`src/rtl/imem_loader_pkg.sv`:
```
// -----------------------------------------------------------------------------
// imem_loader_pkg
// Shared definitions for the UART instruction-memory loader: the loader FSM
// state type, stream framing constants and the default build parameters.
// -----------------------------------------------------------------------------
package imem_loader_pkg;

   // Stream framing: a 16-bit little-endian word count, then 4 bytes per word.
   localparam int HDR_BYTES      = 2;
   localparam int BYTES_PER_WORD = 4;

   // Default build: 16K-word instruction memory, ~1M idle cycles tolerated.
   localparam int          DEF_ADDR_W      = 14;
   localparam int unsigned DEF_TIMEOUT_CYC = 1000000;

   typedef enum logic [2:0] {
      IDLE,
      HDR_LO,
      HDR_HI,
      DATA,
      CSUM,
      DONE,
      ERR
   } state_t;

endpackage

```
`src/rtl/imem_word_pack.sv`:
```
// -----------------------------------------------------------------------------
// imem_word_pack
// Packs a byte stream into 32-bit words, least-significant byte first.
//
// Ports:
//   clk        system clock
//   clr        asynchronous active-low clear (index, word and word_valid)
//   byte_stb   byte_in is accepted this cycle
//   byte_in    received byte
//   word       assembled word; complete while word_valid is high
//   word_valid one-cycle pulse, the cycle after the fourth byte of a word
// -----------------------------------------------------------------------------
module imem_word_pack
   import imem_loader_pkg::*;
(
   input  logic        clk,
   input  logic        clr,
   input  logic        byte_stb,
   input  logic [7:0]  byte_in,
   output logic [31:0] word,
   output logic        word_valid
);

   localparam int IDX_W = $clog2(BYTES_PER_WORD);

   logic [IDX_W-1:0] idx;

   // NOTE: sequential state uses non-blocking assignments so every flop samples
   // the pre-edge values regardless of statement order.
   always_ff @(posedge clk or negedge clr) begin
      if (!clr) begin
         idx        <= '0;
         word       <= '0;
         word_valid <= 1'b0;
      end else begin
         word_valid <= byte_stb && (idx == IDX_W'(BYTES_PER_WORD - 1));
         if (byte_stb) begin
            word[8*idx +: 8] <= byte_in;
            idx              <= idx + 1'b1;
         end
      end
   end

endmodule

```
`src/rtl/imem_uart_loader.sv`:
```
// -----------------------------------------------------------------------------
// imem_uart_loader
// Loads the instruction memory from a UART byte stream while the CPU is held
// in reset. Stream: N[7:0], N[15:8], then 4*N data bytes (LSB of each word
// first). `done` releases the core; `err` flags an aborted load.
//
// Build option: define IMEM_LOADER_CHECKSUM_EN to require a trailing byte
// equal to the XOR of all data bytes before reporting done.
//
// Ports:
//   clk, rst            clock, asynchronous active-low reset
//   start               single-cycle pulse that begins a load (ignored if busy)
//   rx_valid/rx_data    byte from the UART receiver
//   rx_ready            loader accepts a byte this cycle
//   mem_we/addr/wdata   instruction memory write port, one pulse per word
//   word_cnt            words written in the current load
//   busy, done, err     load status
// -----------------------------------------------------------------------------
module imem_uart_loader
   import imem_loader_pkg::*;
#(
   parameter int          ADDR_W      = DEF_ADDR_W,
   parameter int unsigned TIMEOUT_CYC = DEF_TIMEOUT_CYC
) (
   input  logic              clk,
   input  logic              rst,
   input  logic              start,
   input  logic              rx_valid,
   input  logic [7:0]        rx_data,
   output logic              rx_ready,
   output logic              mem_we,
   output logic [ADDR_W-1:0] mem_addr,
   output logic [31:0]       mem_wdata,
   output logic [ADDR_W:0]   word_cnt,
   output logic              busy,
   output logic              done,
   output logic              err
);

`ifdef IMEM_LOADER_CHECKSUM_EN
   localparam state_t END_ST = CSUM;
   logic [7:0] csum;
`else
   localparam state_t END_ST = DONE;
`endif

   state_t      state, state_nxt;
   logic [7:0]  n_lo;
   logic [15:0] n_words;
   logic [15:0] hdr_n;
   logic [31:0] tmo_cnt;
   logic        accept;
   logic        start_load;
   logic        last_write;
   logic        tmo_hit;
   logic        pack_clr_q;
   logic        pack_clr;
   logic [31:0] word;
   logic        word_valid;

   assign accept     = rx_valid & rx_ready;
   assign start_load = start && (state == IDLE || state == DONE || state == ERR);
   assign hdr_n      = {rx_data, n_lo};
   // The write cycle that brings word_cnt up to N ends the data phase.
   assign last_write = word_valid && ((32'(word_cnt) + 32'd1) == 32'(n_words));
   assign tmo_hit    = (TIMEOUT_CYC != 0) && busy && !accept &&
                       (tmo_cnt == TIMEOUT_CYC - 32'd1);

   // NOTE: the packer's asynchronous clear comes from a flop, never from
   // combinational decode, so it cannot glitch; it lands one cycle after the
   // start/abort decision, well before the first data byte can arrive.
   assign pack_clr = rst & pack_clr_q;

   imem_word_pack u_pack (
      .clk        (clk),
      .clr        (pack_clr),
      .byte_stb   (accept && state == DATA),
      .byte_in    (rx_data),
      .word       (word),
      .word_valid (word_valid)
   );

   // State register
   always_ff @(posedge clk or negedge rst) begin
      if (!rst) state <= IDLE;
      else      state <= state_nxt;
   end

   // Next-state logic
   // NOTE: every combinational output gets a default first so no path can
   // leave it unassigned and infer a latch.
   always_comb begin
      state_nxt = state;
      case (state)
         IDLE, DONE, ERR: if (start) state_nxt = HDR_LO;
         HDR_LO:          if (accept) state_nxt = HDR_HI;
         HDR_HI: if (accept) begin
            if (hdr_n == 16'd0)                           state_nxt = END_ST;
            else if (32'(hdr_n) > (32'd1 << ADDR_W))      state_nxt = ERR;
            else                                          state_nxt = DATA;
         end
         DATA:            if (last_write) state_nxt = END_ST;
`ifdef IMEM_LOADER_CHECKSUM_EN
         CSUM: if (accept) state_nxt = (rx_data == csum) ? DONE : ERR;
`endif
         default:         state_nxt = IDLE;
      endcase
      if (tmo_hit) state_nxt = ERR;
   end

   // Outputs decoded from state
   always_comb begin
      busy     = 1'b0;
      done     = 1'b0;
      err      = 1'b0;
      rx_ready = 1'b0;
      mem_we   = 1'b0;
      case (state)
         HDR_LO, HDR_HI, CSUM: begin
            busy     = 1'b1;
            rx_ready = 1'b1;
         end
         DATA: begin
            busy     = 1'b1;
            // Stay ready through word writes; only the final write cycle
            // refuses, since no data byte remains and the next byte belongs
            // to whatever follows the payload.
            rx_ready = !last_write;
            mem_we   = word_valid;
         end
         DONE:    done = 1'b1;
         ERR:     err  = 1'b1;
         default: ;
      endcase
   end

   assign mem_addr  = word_cnt[ADDR_W-1:0];
   assign mem_wdata = word;

   // Datapath registers
   always_ff @(posedge clk or negedge rst) begin
      if (!rst) begin
         n_lo       <= '0;
         n_words    <= '0;
         word_cnt   <= '0;
         tmo_cnt    <= '0;
         pack_clr_q <= 1'b1;
      end else begin
         pack_clr_q <= !(start_load || (busy && state_nxt == ERR));

         if (!busy || accept) tmo_cnt <= '0;
         else                 tmo_cnt <= tmo_cnt + 32'd1;

         if (start_load) begin
            n_lo     <= '0;
            n_words  <= '0;
            word_cnt <= '0;
         end else begin
            if (state == HDR_LO && accept) n_lo    <= rx_data;
            if (state == HDR_HI && accept) n_words <= hdr_n;
            if (mem_we)                    word_cnt <= word_cnt + 1'b1;
         end
      end
   end

`ifdef IMEM_LOADER_CHECKSUM_EN
   always_ff @(posedge clk or negedge rst) begin
      if (!rst)                         csum <= '0;
      else if (start_load)              csum <= '0;
      else if (state == DATA && accept) csum <= csum ^ rx_data;
   end
`endif

endmodule

```
`config.mk`:
```
export PLATFORM = sky130hd
export DESIGN_NAME = imem_uart_loader
export DESIGN_NICKNAME = d
export VERILOG_FILES = /design/src/rtl/imem_loader_pkg.sv /design/src/rtl/imem_word_pack.sv /design/src/rtl/imem_uart_loader.sv
export SDC_FILE = /design/constraint.sdc
export NUM_CORES = 1
export LEC_CHECK = 0
export ABC_AREA = 1
export BUFFER_PORTS_ARGS = -buffer_cell sky130_fd_sc_hd__buf_4
export CAP_MARGIN = 40
export CELL_PAD_IN_SITES_DETAIL_PLACEMENT = 1
export CELL_PAD_IN_SITES_GLOBAL_PLACEMENT = 1
export CORE_ASPECT_RATIO = 1.4
export CORE_UTILIZATION = 46
export DETAILED_ROUTE_END_ITERATION = 7
export MAX_ROUTING_LAYER = met4
export PLACE_DENSITY_LB_ADDON = 0.3
export SLEW_MARGIN = 20
export SYNTH_ARGS = -nofsm -noshare
export SYNTH_HDL_FRONTEND = slang
export SYNTH_SLANG_ARGS = --single-unit
```
`constraint.sdc`:
```
create_clock -name clk -period 3.4 [get_ports clk]
set_input_delay 0.17 -clock clk [delete_from_list [all_inputs] [get_ports clk]]
set_output_delay 0.17 -clock clk [all_outputs]
set_load 0.02 [all_outputs]
```
## Yosys cells after proc, flatten, opt, wreduce, memory -nomap -nowiden

Index checks and enable logic that the tools add are counted.

- Add/sub/neg operators: 5
- Shift-type cells: 2
- Multiplexer cells: 21
- Equality and inequality tests: 10
- Bitwise gates (word level): 2
- Reductions and logical operators: 25
- Order comparisons: 1

Operators by type and width:

| operator | count |
|---|---|
| $neg 5->34 | 1 |
| $shift 8x34->32 const A | 1 |
| $shiftx 8x34->32 | 1 |
| $add 32x1->32 const B | 1 |
| $bwmux 32 | 1 |
| $eq 32x20->1 const B | 1 |
| $mux 16 | 2 |
| $mux 32 | 1 |
| $mux 15 | 2 |
| $mux 3 | 7 |
| $add 15x1->16 const B | 1 |
| $eq 16x16->1 | 1 |
| $gt 16x15->1 const B | 1 |
| $logic_not 16->1 | 1 |
| $mux 8 | 2 |
| $add 15x1->15 const B | 1 |
| $eq 3x3->1 const B | 4 |
| $pmux 3 s4 | 1 |
| $logic_and 1x1->1 | 9 |
| $eq 3x2->1 const B | 2 |
| $reduce_bool 2->1 | 3 |
| $reduce_or 3->1 | 2 |
| $logic_not 1->1 | 4 |
| $logic_or 1x1->1 | 4 |
| other kinds (8) | 12 |

- Bits of input ports: 12
- Output and inout bits: 66
- Bits in registers: 110
- Logic and storage cells: 75

## Longest topological paths before layout

Gate-level depths: netlist of run 1.

- Depth in word-level cells: 14
- Depth in mapped cells: 20

## By module

From an unflattened synthesis of run 1, not the netlist that was laid out.

- Cell total of the unflattened synthesis: 796
- Area total of the unflattened synthesis: 6083.3 um^2

By module, submodules not included:

| module | cells each | instances | area each (um^2) |
|---|---|---|---|
| imem_uart_loader | 596 | 1 | 4425.5 |
| imem_word_pack | 200 | 1 | 1657.8 |

## Least setup slack after synthesis of run 1

Ideal clock, no wire load.

- Path kind: register to register
- From: register word_cnt[0]
- To: register u_pack.word[12]
- Stages on the path, launching flop included: 19
- Data arrival time: 2431 ps
- Setup time: 120 ps
- Slack: 849 ps
- Data required time: 3280 ps
- Path buffers: 1
- Cells stage by stage: dfrtp_1 -> ha_1 -> nand2_2 -> nor2_4 -> nand2_1 -> and2_1 -> nor2_1 -> nor2_1 -> nand3_1 -> nor2_1 -> nand4_1 -> nand2_2 -> nand2_2 -> nand2_4 -> nor2_8 -> inv_6 -> buf_4 -> o21ai_1 -> nand2_1

- Cells in the longest elaborated chain, start to end: 7

Ends and longest elaborated chain:

| what | line | RTL |
|---|---|---|
| from (decl) | imem_uart_loader.sv:34 | `output logic [ADDR_W:0] word_cnt,` |
| from (signal assigned) | imem_uart_loader.sv:161 | `if (mem_we) word_cnt <= word_cnt + 1'b1;` |
| $add 15x1->16 | imem_uart_loader.sv:65 | `assign last_write = word_valid && ((32'(word_cnt) + 32'd1) == 32'(n_words));` |
| $eq 16x16->1 | imem_uart_loader.sv:65 |  |
| $logic_and 1x1->1 | imem_uart_loader.sv:65 |  |
| $logic_not 1->1 | imem_uart_loader.sv:128 | `rx_ready = !last_write;` |
| $pmux 1 s2 | imem_uart_loader.sv:118 | `case (state)` |
| named net rx_ready | imem_uart_loader.sv:30 | `output logic rx_ready,` |
| $and 1x1->1 | imem_uart_loader.sv:61 | `assign accept = rx_valid & rx_ready;` |
| $logic_and 1x1->1 | imem_uart_loader.sv:77 | `.byte_stb (accept && state == DATA),` |
| to (signal, indexed assignment) | imem_word_pack.sv:38 | `word[8*idx +: 8] <= byte_in;` |
| to (decl) | imem_word_pack.sv:20 | `output logic [31:0] word,` |

The timed path passes the listed nets, and every way through them passes these cells.
A chain may end at the register's enable or synchronous reset.

## Worst setup path in the final report of run 1

- From: register word_cnt[0]
- To: register tmo_cnt[2]

- Cells in the longest elaborated chain, start to end: 8

Ends and longest elaborated chain:

| what | line | RTL |
|---|---|---|
| $add 15x1->16 | imem_uart_loader.sv:65 |  |
| $eq 16x16->1 | imem_uart_loader.sv:65 |  |
| $logic_and 1x1->1 | imem_uart_loader.sv:65 |  |
| $logic_not 1->1 | imem_uart_loader.sv:128 |  |
| $pmux 1 s2 | imem_uart_loader.sv:118 |  |
| $and 1x1->1 | imem_uart_loader.sv:61 |  |
| $logic_or 1x1->1 | imem_uart_loader.sv:151 | `if (!busy \|\| accept) tmo_cnt <= '0;` |
| $mux 32 | imem_uart_loader.sv:151 |  |
| to (signal assigned) | imem_uart_loader.sv:152 | `else tmo_cnt <= tmo_cnt + 32'd1;` |
| to (decl) | imem_uart_loader.sv:51 | `logic [31:0] tmo_cnt;` |

No other way between the ends.

==> results.sh, run 1 <==
export IMPL_antenna_found_initial=0
export IMPL_reg2reg_slack_ns=0.43
export IMPL_clock_root_buffer="clkbuf_16"
export IMPL_yosysMostFrequentCell="nand2_1"
export IMPL_fin_crit_ns=2.97
export IMPL_drv_slew=0
export IMPL_start_kind="register"
export IMPL_cts_buffers=9
export IMPL_clk_latency_ns=0.36
export IMPL_groute_layer_met1_usage_pct=28.2
export IMPL_cts_setup_buffers=0
export IMPL_grt_max_degree=43
export IMPL_finalSetupViolCount=0
export IMPL_synth_edff_count=0
export IMPL_hold_class="in -> reg"
export IMPL_cts_tree="built"
export IMPL_critPathRequiredTime_ns=3.65
export IMPL_n_fill_cell=1639
export IMPL_p_leak_nw=3.48
export IMPL_worst_path_max_fanout=21
export IMPL_critical_path_arrival_ns=3.23
export IMPL_synth_area_top_cells="dfrtp_1, nand2_1, nor2_1"
export IMPL_rr_worst_depth=16
export IMPL_netSwitchingFraction_pct=41.2
export IMPL_busiest_layer="met2"
export IMPL_drt_pass1_iter_count=4
export IMPL_grt_pass1_wl_um=28400
export IMPL_slew_headroom_pct=57.5
export IMPL_rows=49
export IMPL_syn_inst=785
export IMPL_synth_cell_types=44
export IMPL_grt_use_met3_pct=3.75
export IMPL_dp_hpwl_um=12800
export IMPL_fmax_mhz=336
export IMPL_antenna_left=0
export IMPL_multi_input_area_um2=2740
export IMPL_crit_path_end_kind="register"
export IMPL_post_place_cells=993
export IMPL_wirelength_um=17400
export IMPL_crit_path_end="tmo_cnt[2]"
export IMPL_rsz0062_at_grt="false"
export IMPL_grt_overflow_total=0
export IMPL_gp_congestion=0.885
export IMPL_via_per_inst=5.49
export IMPL_syn_area_um2=6030
export IMPL_hold_viol=0
export IMPL_num_io_pins=78
export IMPL_syn_to_final_growth_pct=15.9
export IMPL_yosysTopAreaCell="dfrtp_1"
export IMPL_synth_top_area_share_pct=45.2
export IMPL_die_h_um=137
export IMPL_synth_seq_cells=110
export IMPL_seq_area_um2=2750
export IMPL_ys_warn_count=0
export IMPL_post_route_drc_count=0
export IMPL_p_int_mw=2.67
export IMPL_wire_per_inst_um=17.2
export IMPL_synth_flop_cell="dfrtp_1"
export IMPL_ir_worst_vdd_v=0.000294
export IMPL_portBuffers=77
export IMPL_n_antenna_cell=0
export IMPL_first_global_vias=5931
export IMPL_drtIter0Drc=241
export IMPL_die_area_um2=13600
export IMPL_r2r_start="word_cnt[0]"
export IMPL_die_w_um=98.8
export IMPL_start_util_pct=47.1
export IMPL_clkPwrFrac_pct=24.7
export IMPL_drive_above_1_share_pct=15.0
export IMPL_power_density_nw_per_um2=650
export IMPL_fin_nets=871
export IMPL_ys_async_sr_fraction_pct=100
export IMPL_p_comb_share_pct=37.4
export IMPL_ys_seq_area_share_pct=45.7
export IMPL_synth_common_cells="nand2_1, dfrtp_1, nor2_1, inv_1"
export IMPL_fin_tns_setup_ns=0
export IMPL_fin_crit_sh_pct=87.5
export IMPL_synth_nets=804
export IMPL_crit_type="reg -> reg"
export IMPL_fin_cells=1009
export IMPL_clock_tree_buffer_depth=2
export IMPL_finClkSkew_ns=0.0101
export IMPL_worstSetupStartpoint="word_cnt[0]"
export IMPL_switchingPower_mw=1.87
export IMPL_coreArea_um2=12800
export IMPL_cts_sinks=110
export IMPL_use_met2_pct=53.1
export IMPL_outcome="finished, final reports clean"
export IMPL_tightest_slew_ns=0.633
export IMPL_avgSynthCellArea_um2=7.68
export IMPL_htree_levels=3
export IMPL_drv_cap=0
export IMPL_rr_endpoint="tmo_cnt[2]"
export IMPL_pwr_share_seq_pct=37.9
export IMPL_track_usage_pct=27.8
export IMPL_num_vias=5540
export IMPL_clk_pin_slew_ns=0.07
## per-layer routing
metal / vias up / part of all wire, %
met2: 91 / 56
met5: - / 0
met1: 2751 / 39
met4: 0 / 3.0
met3: 39 / 2.5
li1: 2659 / -
## cell type report
class	count	area share [%]
Clock buffer	13	4.01
Sequential cell	110	39.4
Timing Repair Buffer	84	9.06
Clock inverter	2	0.555
Tap cell	153	2.74
Multi-Input combinational cell	553	39.1
Inverter	94	5.12
## stage by stage
stage                     worst slack [ns]  cell area, um2  total power, mW  util, %  hold slack, ns
after floorplan                      0.849            6030             2.85        -          -0.126
after global placement               0.621            6660             3.34     52.0           0.194
after detailed placement             0.441            6660             3.42     52.0           0.196
after CTS                            0.377            6990             4.57     54.6           0.108
after global routing                0.0544            6990             4.83     54.6           0.126
final                                0.425            6990             4.55     54.6           0.115
## worst max-delay path, cell delays in order, from the launching register on
cell     delay (ns)
dfrtp_1        0.50
ha_1           0.27
nand2_2        0.10
nor2_4         0.18
nand3_1        0.11
nand2_1        0.11
nand2_1        0.07
nand2_1        0.06
o21ai_0        0.08
nor2_1         0.18
nand4_1        0.13
nand2_2        0.09
nand2_2        0.07
nand2_4        0.13
nand2_2        0.27
buf_4          0.30
nor3_1         0.20
## power by group through the flow
stage,Combinational (mW),Clock (mW),Sequential [mW]
after floorplan,1.10,0,1.75
after global placement,1.61,0,1.73
after detailed placement,1.68,0,1.74
after CTS,1.72,1.13,1.72
after global routing,1.89,1.18,1.75
final,1.70,1.12,1.72
## sequential cells by signal, summed over array words and instances, names as in the netlist
register	flops
u_pack.word	32
tmo_cnt	32
u_pack.word_valid	1
pack_clr_q	1
n_words	16
u_pack.idx	2
state	3
n_lo	8
word_cnt	15
## cell usage in the layout (no fill, tap or decap), types with 2 or more instances in the layout
| cell type | n |
|---|---|
| clkbuf_8 | 4 |
| nand3_1 | 35 |
| nand4_1 | 23 |
| xor2_1 | 11 |
| nand2_2 | 6 |
| a31oi_1 | 4 |
| nor3_1 | 35 |
| xnor2_1 | 9 |
| clkinv_1 | 2 |
| nor2_2 | 6 |
| nand2_1 | 202 |
| inv_1 | 90 |
| nor2_1 | 91 |
| ha_1 | 7 |
| a21oi_1 | 19 |
| nor4_1 | 12 |
| o22ai_1 | 2 |
| dfrtp_1 | 109 |
| nor3b_2 | 2 |
| buf_4 | 83 |
| a211oi_2 | 2 |
| o21ai_1 | 32 |
| clkbuf_16 | 9 |
| o21ai_0 | 35 |
| nor2_4 | 6 |
## worst min-delay path by stage
stage                 endpoint  cells after the start        from  slack, ns
2_1_floorplan          n_lo[0]                      0         rst      -0.13
3_3_place_gp       word_cnt[3]                      1         rst       0.19
3_5_place_dp       word_cnt[3]                      1         rst       0.20
4_1_cts        u_pack.word[26]                      3  rx_data[2]       0.11
5_1_grt        u_pack.word[25]                      3  rx_data[1]       0.13
6_report       u_pack.word[25]                      3  rx_data[1]       0.11
## kinds of logic after synthesis
kind of cell    count (synthesis)  share of synthesized area, %
buf+inv                       122                          8.98
simple gates                  428                          32.1
xor+xnor                       21                          3.30
fa+ha+maj                       7                          1.45
flops                         110                          45.7
compound gates                 97                          8.55
## what timing repair did
item	4_1_cts	5_1_grt
resized for setup	0	0
hold endpoints to repair	39	0
hold buffers	1	0
(Power assumes the default switching activity.)
==> run 2, diff against run 1 <==
CORE_MARGIN = 2   (was not set)
REMOVE_ABC_BUFFERS = 1   (was not set)
==> results.sh, run 2 (synthesis results as in run 1) <==
export IMPL_outcome="finished, final reports clean"
export IMPL_gp_congestion=0.878
export IMPL_whs_ns=0.103
export IMPL_worstHoldStart="rx_data[3]"
export IMPL_die_w_um=101
export IMPL_portBuffers=77
export IMPL_critPathBufInv=1
export IMPL_hold_class="in -> reg"
export IMPL_num_vias=5593
export IMPL_finalSetupViolCount=0
export IMPL_netSwitchingFraction_pct=41.9
export IMPL_antenna_left=0
export IMPL_finClkSkew_ns=0.00783
export IMPL_mostFrequentLayoutCells="nand2_1, dfrtp_1, nor2_1"
export IMPL_drv_cap=0
export IMPL_tightest_slew_ns=0.653
export IMPL_worstSetupStartpoint="word_cnt[0]"
export IMPL_post_route_drc_count=0
export IMPL_wirelength_um=17500
export IMPL_reg_largest_list="tmo_cnt x32, u_pack.word x32, n_words x16"
export IMPL_fin_cells=1009
export IMPL_pwr_share_seq_pct=38.1
export IMPL_fin_crit_sh_pct=86.9
export IMPL_drive_above_1_share_pct=14.7
export IMPL_dp_hpwl_um=13000
export IMPL_crit_type="reg -> reg"
export IMPL_cp_top_family="simple AND/OR/NAND/NOR gates"
export IMPL_drv_slew=0
export IMPL_ir_worst_vdd_v=0.000379
export IMPL_start_kind="register"
export IMPL_via_per_inst=5.54
export IMPL_clk_pin_slew_ns=0.07
export IMPL_min_to="u_pack.word[27]"
export IMPL_power_density_nw_per_um2=650
export IMPL_antenna_found_initial=0
export IMPL_p_comb_share_pct=37.8
export IMPL_rr_worst_depth=18
export IMPL_wire_per_inst_um=17.3
export IMPL_reg2reg_slack_ns=0.44
export IMPL_clock_tree_buffer_depth=2
export IMPL_fin_crit_ns=2.96
export IMPL_cts_sinks=110
export IMPL_n_antenna_cell=0
export IMPL_critical_path_arrival_ns=3.18
export IMPL_clkPwrFrac_pct=24.1
export IMPL_hold_viol=0
export IMPL_cp_cell_sequence="ha_1, nand3_1, nor2_2, nand3_1, nand2_1, nand3_1, nand2_1, nand2_1, nor2_1, nand4_1, nand2_2, nand2_2, nand2_4, nor2_8, inv_6, nor2_4, nand2_1, nand2_1"
export IMPL_grt_max_degree=42
export IMPL_post_route_cell_area_um2=6970
export IMPL_die_h_um=139
export IMPL_rr_endpoint="u_pack.word[1]"
export IMPL_die_area_um2=14100
export IMPL_cts_setup_buffers=0
export IMPL_drtIter0Drc=186
export IMPL_fmax_mhz=338
export IMPL_slowest_delay_ns=0.51
export IMPL_fin_nets=870
export IMPL_clock_root_buffer="clkbuf_16"
export IMPL_switchingPower_mw=1.90
export IMPL_grt_overflow_total=0
export IMPL_drt_pass1_iter_count=4
export IMPL_cts_buffers=9
export IMPL_cts_tree="built"
export IMPL_whs_path_depth=3
export IMPL_coreArea_um2=12800
export IMPL_first_global_vias=5920
export IMPL_rows=49
export IMPL_track_usage_pct=26.7
export IMPL_layout_commonest_cell="nand2_1"
export IMPL_place_area_um2=6660
export IMPL_slowest_stage="dfrtp_1"
export IMPL_clk_latency_ns=0.35
export IMPL_slew_headroom_pct=56.1
export IMPL_worst_path_max_fanout=36
export IMPL_htree_levels=3
export IMPL_p_leak_nw=3.46
export IMPL_num_io_pins=78
export IMPL_start_util_pct=47.1
export IMPL_grt_pass1_wl_um=29000
export IMPL_fin_tns_setup_ns=0
export IMPL_rsz0062_at_grt="false"
export IMPL_post_place_cells=992
export IMPL_critPathRequiredTime_ns=3.63
export IMPL_syn_to_final_growth_pct=15.6
export IMPL_r2r_start="word_cnt[0]"
export IMPL_p_int_mw=2.63
export IMPL_cpMostUsedCell="nand2_1"
export IMPL_crit_path_end_kind="register"
run 2: changes by cell type in the layout (fill, tap and decap cells not counted):
cell,change
clkbuf_8,-2
clkbuf_1,+2
clkinvlp_4,+1
clkinv_2,+1
clkinv_4,-1
buf_4,-1
nand2_4,+1
nand2_2,-1
run 2: layout make-up:
| class | instances | area, um2 |
|---|---|---|
| Clock buffer | 13 | 260 |
| Clock inverter | 3 | 42.5 |
| Fill cell | 1623 | 5840 |
| Inverter | 94 | 358 |
| Multi-Input combinational cell | 553 | 2740 |
| Sequential cell | 110 | 2750 |
| Tap cell | 153 | 191 |
| Timing Repair Buffer | 83 | 626 |
run 2: tightest hold or removal path, cell delays in order:
cell and delay [ns]:
buf_4 0.10, nand4_1 0.08, nand2_1 0.07
run 2: power groups by stage:
stage | Sequential, mW | Clock (mW) | Combinational [mW]
3_3_place_gp | 1.73 | 0 | 1.61
6_report | 1.73 | 1.09 | 1.71
4_1_cts | 1.72 | 1.10 | 1.71
5_1_grt | 1.76 | 1.16 | 1.89
2_1_floorplan | 1.77 | 0 | 1.01
3_5_place_dp | 1.75 | 0 | 1.67
run 2: layer usage:
metal  vias to the layer above  track usage [%]  part of all wire (%)
met4                         0             9.37                   2.8
met3                        40             4.32                   3.9
met1                      2757             30.0                    40
met2                       135             47.1                    53
li1                       2661                -                     -
met5                         -                -                     0
run 2: per-stage QoR:
stage	utilization (%)	power (mW)	worst slack, ns
after floorplan	-	2.78	0.626
after global placement	51.9	3.34	0.531
after detailed placement	51.9	3.42	0.307
after CTS	54.4	4.54	0.277
after global routing	54.4	4.81	0.174
final	54.4	4.53	0.444
run 2: timing repair:
action,4_1_cts,5_1_grt
hold endpoints to repair,34,0
endpoints found under the setup margin,0,1
resized for setup,0,1
hold buffers,1,0
run 2: worst max-delay path by stage:
stage,endpoint,slack [ns],cells after the start
floorplan,tmo_cnt[6],0.63,16
global placement,tmo_cnt[6],0.53,16
detailed placement,tmo_cnt[6],0.31,16
CTS,tmo_cnt[6],0.28,16
global route,u_pack.word[1],0.17,20
finish,u_pack.word[1],0.44,18
==> run 3, diff against run 2 <==
MAX_ROUTING_LAYER = not set   (was met4)
==> results.sh, run 3 (synthesis results as in run 1) <==
export IMPL_finalSetupViolCount=0
export IMPL_fin_crit_sh_pct=90.3
export IMPL_fin_nets=872
export IMPL_drv_slew=0
export IMPL_die_h_um=139
export IMPL_pwr_share_seq_pct=38.3
export IMPL_slew_headroom_pct=56.3
export IMPL_dp_hpwl_um=13000
export IMPL_tightest_slew_ns=0.653
export IMPL_start_util_pct=47.1
export IMPL_fin_crit_ns=3.07
export IMPL_first_global_vias=5971
export IMPL_start_kind="register"
export IMPL_cts_sinks=110
export IMPL_grt_pass1_wl_um=29400
export IMPL_drv_cap=0
export IMPL_antenna_found_initial=0
export IMPL_finClkSkew_ns=0.00858
export IMPL_track_usage_pct=26.1
export IMPL_fin_tns_setup_ns=0
export IMPL_clk_latency_ns=0.36
export IMPL_final_core_util_pct=54.7
export IMPL_portBuffers=77
export IMPL_wirelength_um=17600
export IMPL_num_io_pins=78
export IMPL_hold_class="in -> reg"
export IMPL_fmax_mhz=326
export IMPL_crit_path_end_kind="register"
export IMPL_critPathRequiredTime_ns=3.64
export IMPL_via_per_inst=5.49
export IMPL_wire_per_inst_um=17.4
export IMPL_drt_pass1_iter_count=7
export IMPL_p_comb_share_pct=37.6
export IMPL_cp_top_family="simple AND/OR/NAND/NOR gates"
export IMPL_clock_root_buffer="clkbuf_16"
export IMPL_fin_cells=1011
export IMPL_worst_path_max_fanout=32
export IMPL_clk_pin_slew_ns=0.07
export IMPL_cts_setup_buffers=0
export IMPL_rsz0062_at_grt="false"
export IMPL_power_density_nw_per_um2=647
export IMPL_die_area_um2=14100
export IMPL_clkPwrFrac_pct=24.2
export IMPL_post_route_cell_area_um2=7000
export IMPL_gp_congestion=0.859
export IMPL_hold_viol=0
export IMPL_num_vias=5553
export IMPL_coreArea_um2=12800
export IMPL_cts_tree="built"
export IMPL_post_route_drc_count=0
export IMPL_layout_commonest_cell="nand2_1"
export IMPL_grt_overflow_total=0
export IMPL_die_w_um=101
export IMPL_antenna_left=0
export IMPL_netSwitchingFraction_pct=41.9
export IMPL_switchingPower_mw=1.90
export IMPL_p_leak_nw=3.48
export IMPL_post_place_cells=993
export IMPL_outcome="finished, final reports clean"
export IMPL_reg_largest_list="tmo_cnt x32, u_pack.word x32, n_words x16"
export IMPL_n_antenna_cell=0
export IMPL_ir_worst_vdd_v=0.000406
export IMPL_critical_path_arrival_ns=3.31
export IMPL_drive_above_1_share_pct=14.9
export IMPL_place_area_um2=6660
export IMPL_rows=49
export IMPL_clock_tree_buffer_depth=2
export IMPL_whs_ns=0.0943
export IMPL_p_int_mw=2.63
export IMPL_slowest_delay_ns=0.49
export IMPL_syn_to_final_growth_pct=16.1
export IMPL_slowest_stage="dfrtp_1"
export IMPL_grt_max_degree=60
export IMPL_crit_type="reg -> reg"
export IMPL_htree_levels=3
export IMPL_drtIter0Drc=227
export IMPL_critPathBufInv=0
export IMPL_cts_buffers=9
export IMPL_mostFrequentLayoutCells="nand2_1, dfrtp_1, nor2_1"
export IMPL_cp_cell_sequence="ha_1, nand3_1, nor2_2, nand3_1, nand2_1, nand3_1, nand2_1, nand2_1, nor2_1, nand4_1, nand2_2, nand2_2, nand2_4, nand2_2, nor3_1"
[run 3: changes by cell type in the layout (fill, tap and decap cells not counted)]
cell and change:
buf_4 +1, clkinvlp_4 -1, nand2_4 -1, buf_16 +1, nand2_2 +1, clkinv_4 +1
[run 3: final cells by class]
| class | count | area (um2) |
|---|---|---|
| clock buffers | 13 | 260 |
| clock inverters | 3 | 43.8 |
| fillers | 1635 | 5810 |
| inverters | 94 | 358 |
| multi-input cells | 553 | 2740 |
| flip-flops and latches | 110 | 2750 |
| well taps | 153 | 191 |
| repair buffers | 85 | 661 |
[run 3: routing by layer]
metal / wire, um / GRT usage (%) / up-vias
li1: - / - / 2665
met5: 0 / 0 / -
met1: 7060 / 30.9 / 2739
met4: 416 / 8.29 / 0
met3: 674 / 4.42 / 31
met2: 9420 / 47.2 / 118
[run 3: stage by stage]
step | total power [mW] | setup slack (ns)
after floorplan | 2.78 | 0.626
after global placement | 3.35 | 0.542
after detailed placement | 3.43 | 0.362
after CTS | 4.56 | 0.285
after global routing | 4.82 | 0.0477
final | 4.53 | 0.331
[run 3: timing repair]
action | in CTS | in global routing
hold buffers | 1 | 0
gates resized for setup | 0 | 0
hold endpoints to repair | 16 | 0
[run 3: worst reg2reg max path: stages, from the launching register on]
cell and delay [ns]:
dfrtp_1 0.49, ha_1 0.26, nand3_1 0.13, nor2_2 0.24, nand3_1 0.10, nand2_1 0.09
nand3_1 0.07, nand2_1 0.07, nand2_1 0.06, nor2_1 0.20, nand4_1 0.18, nand2_2 0.11
nand2_2 0.07, nand2_4 0.14, nand2_2 0.38, nor3_1 0.37
[run 3: path summary, 6_finish.rpt]
kind	from	to	slack, ns	cells after the start
worst min register to register	tmo_cnt[0]	tmo_cnt[0]	0.47	1
min in group asynchronous	rst	tmo_cnt[3]	0.23	2
worst min-delay path	rx_data[3]	u_pack.word[27]	0.09	3
worst max-delay path	word_cnt[0]	tmo_cnt[20]	0.33	15
worst max register to register	word_cnt[0]	tmo_cnt[20]	0.33	15
max in group asynchronous	rst	u_pack.word[30]	1.96	5
[run 3: power by group through the flow]
stage	Combinational (mW)	Clock [mW]	Sequential, mW
floorplan	1.01	0	1.77
global placement	1.62	0	1.73
detailed placement	1.68	0	1.75
CTS	1.71	1.12	1.73
global route	1.90	1.16	1.76
finish	1.70	1.10	1.73
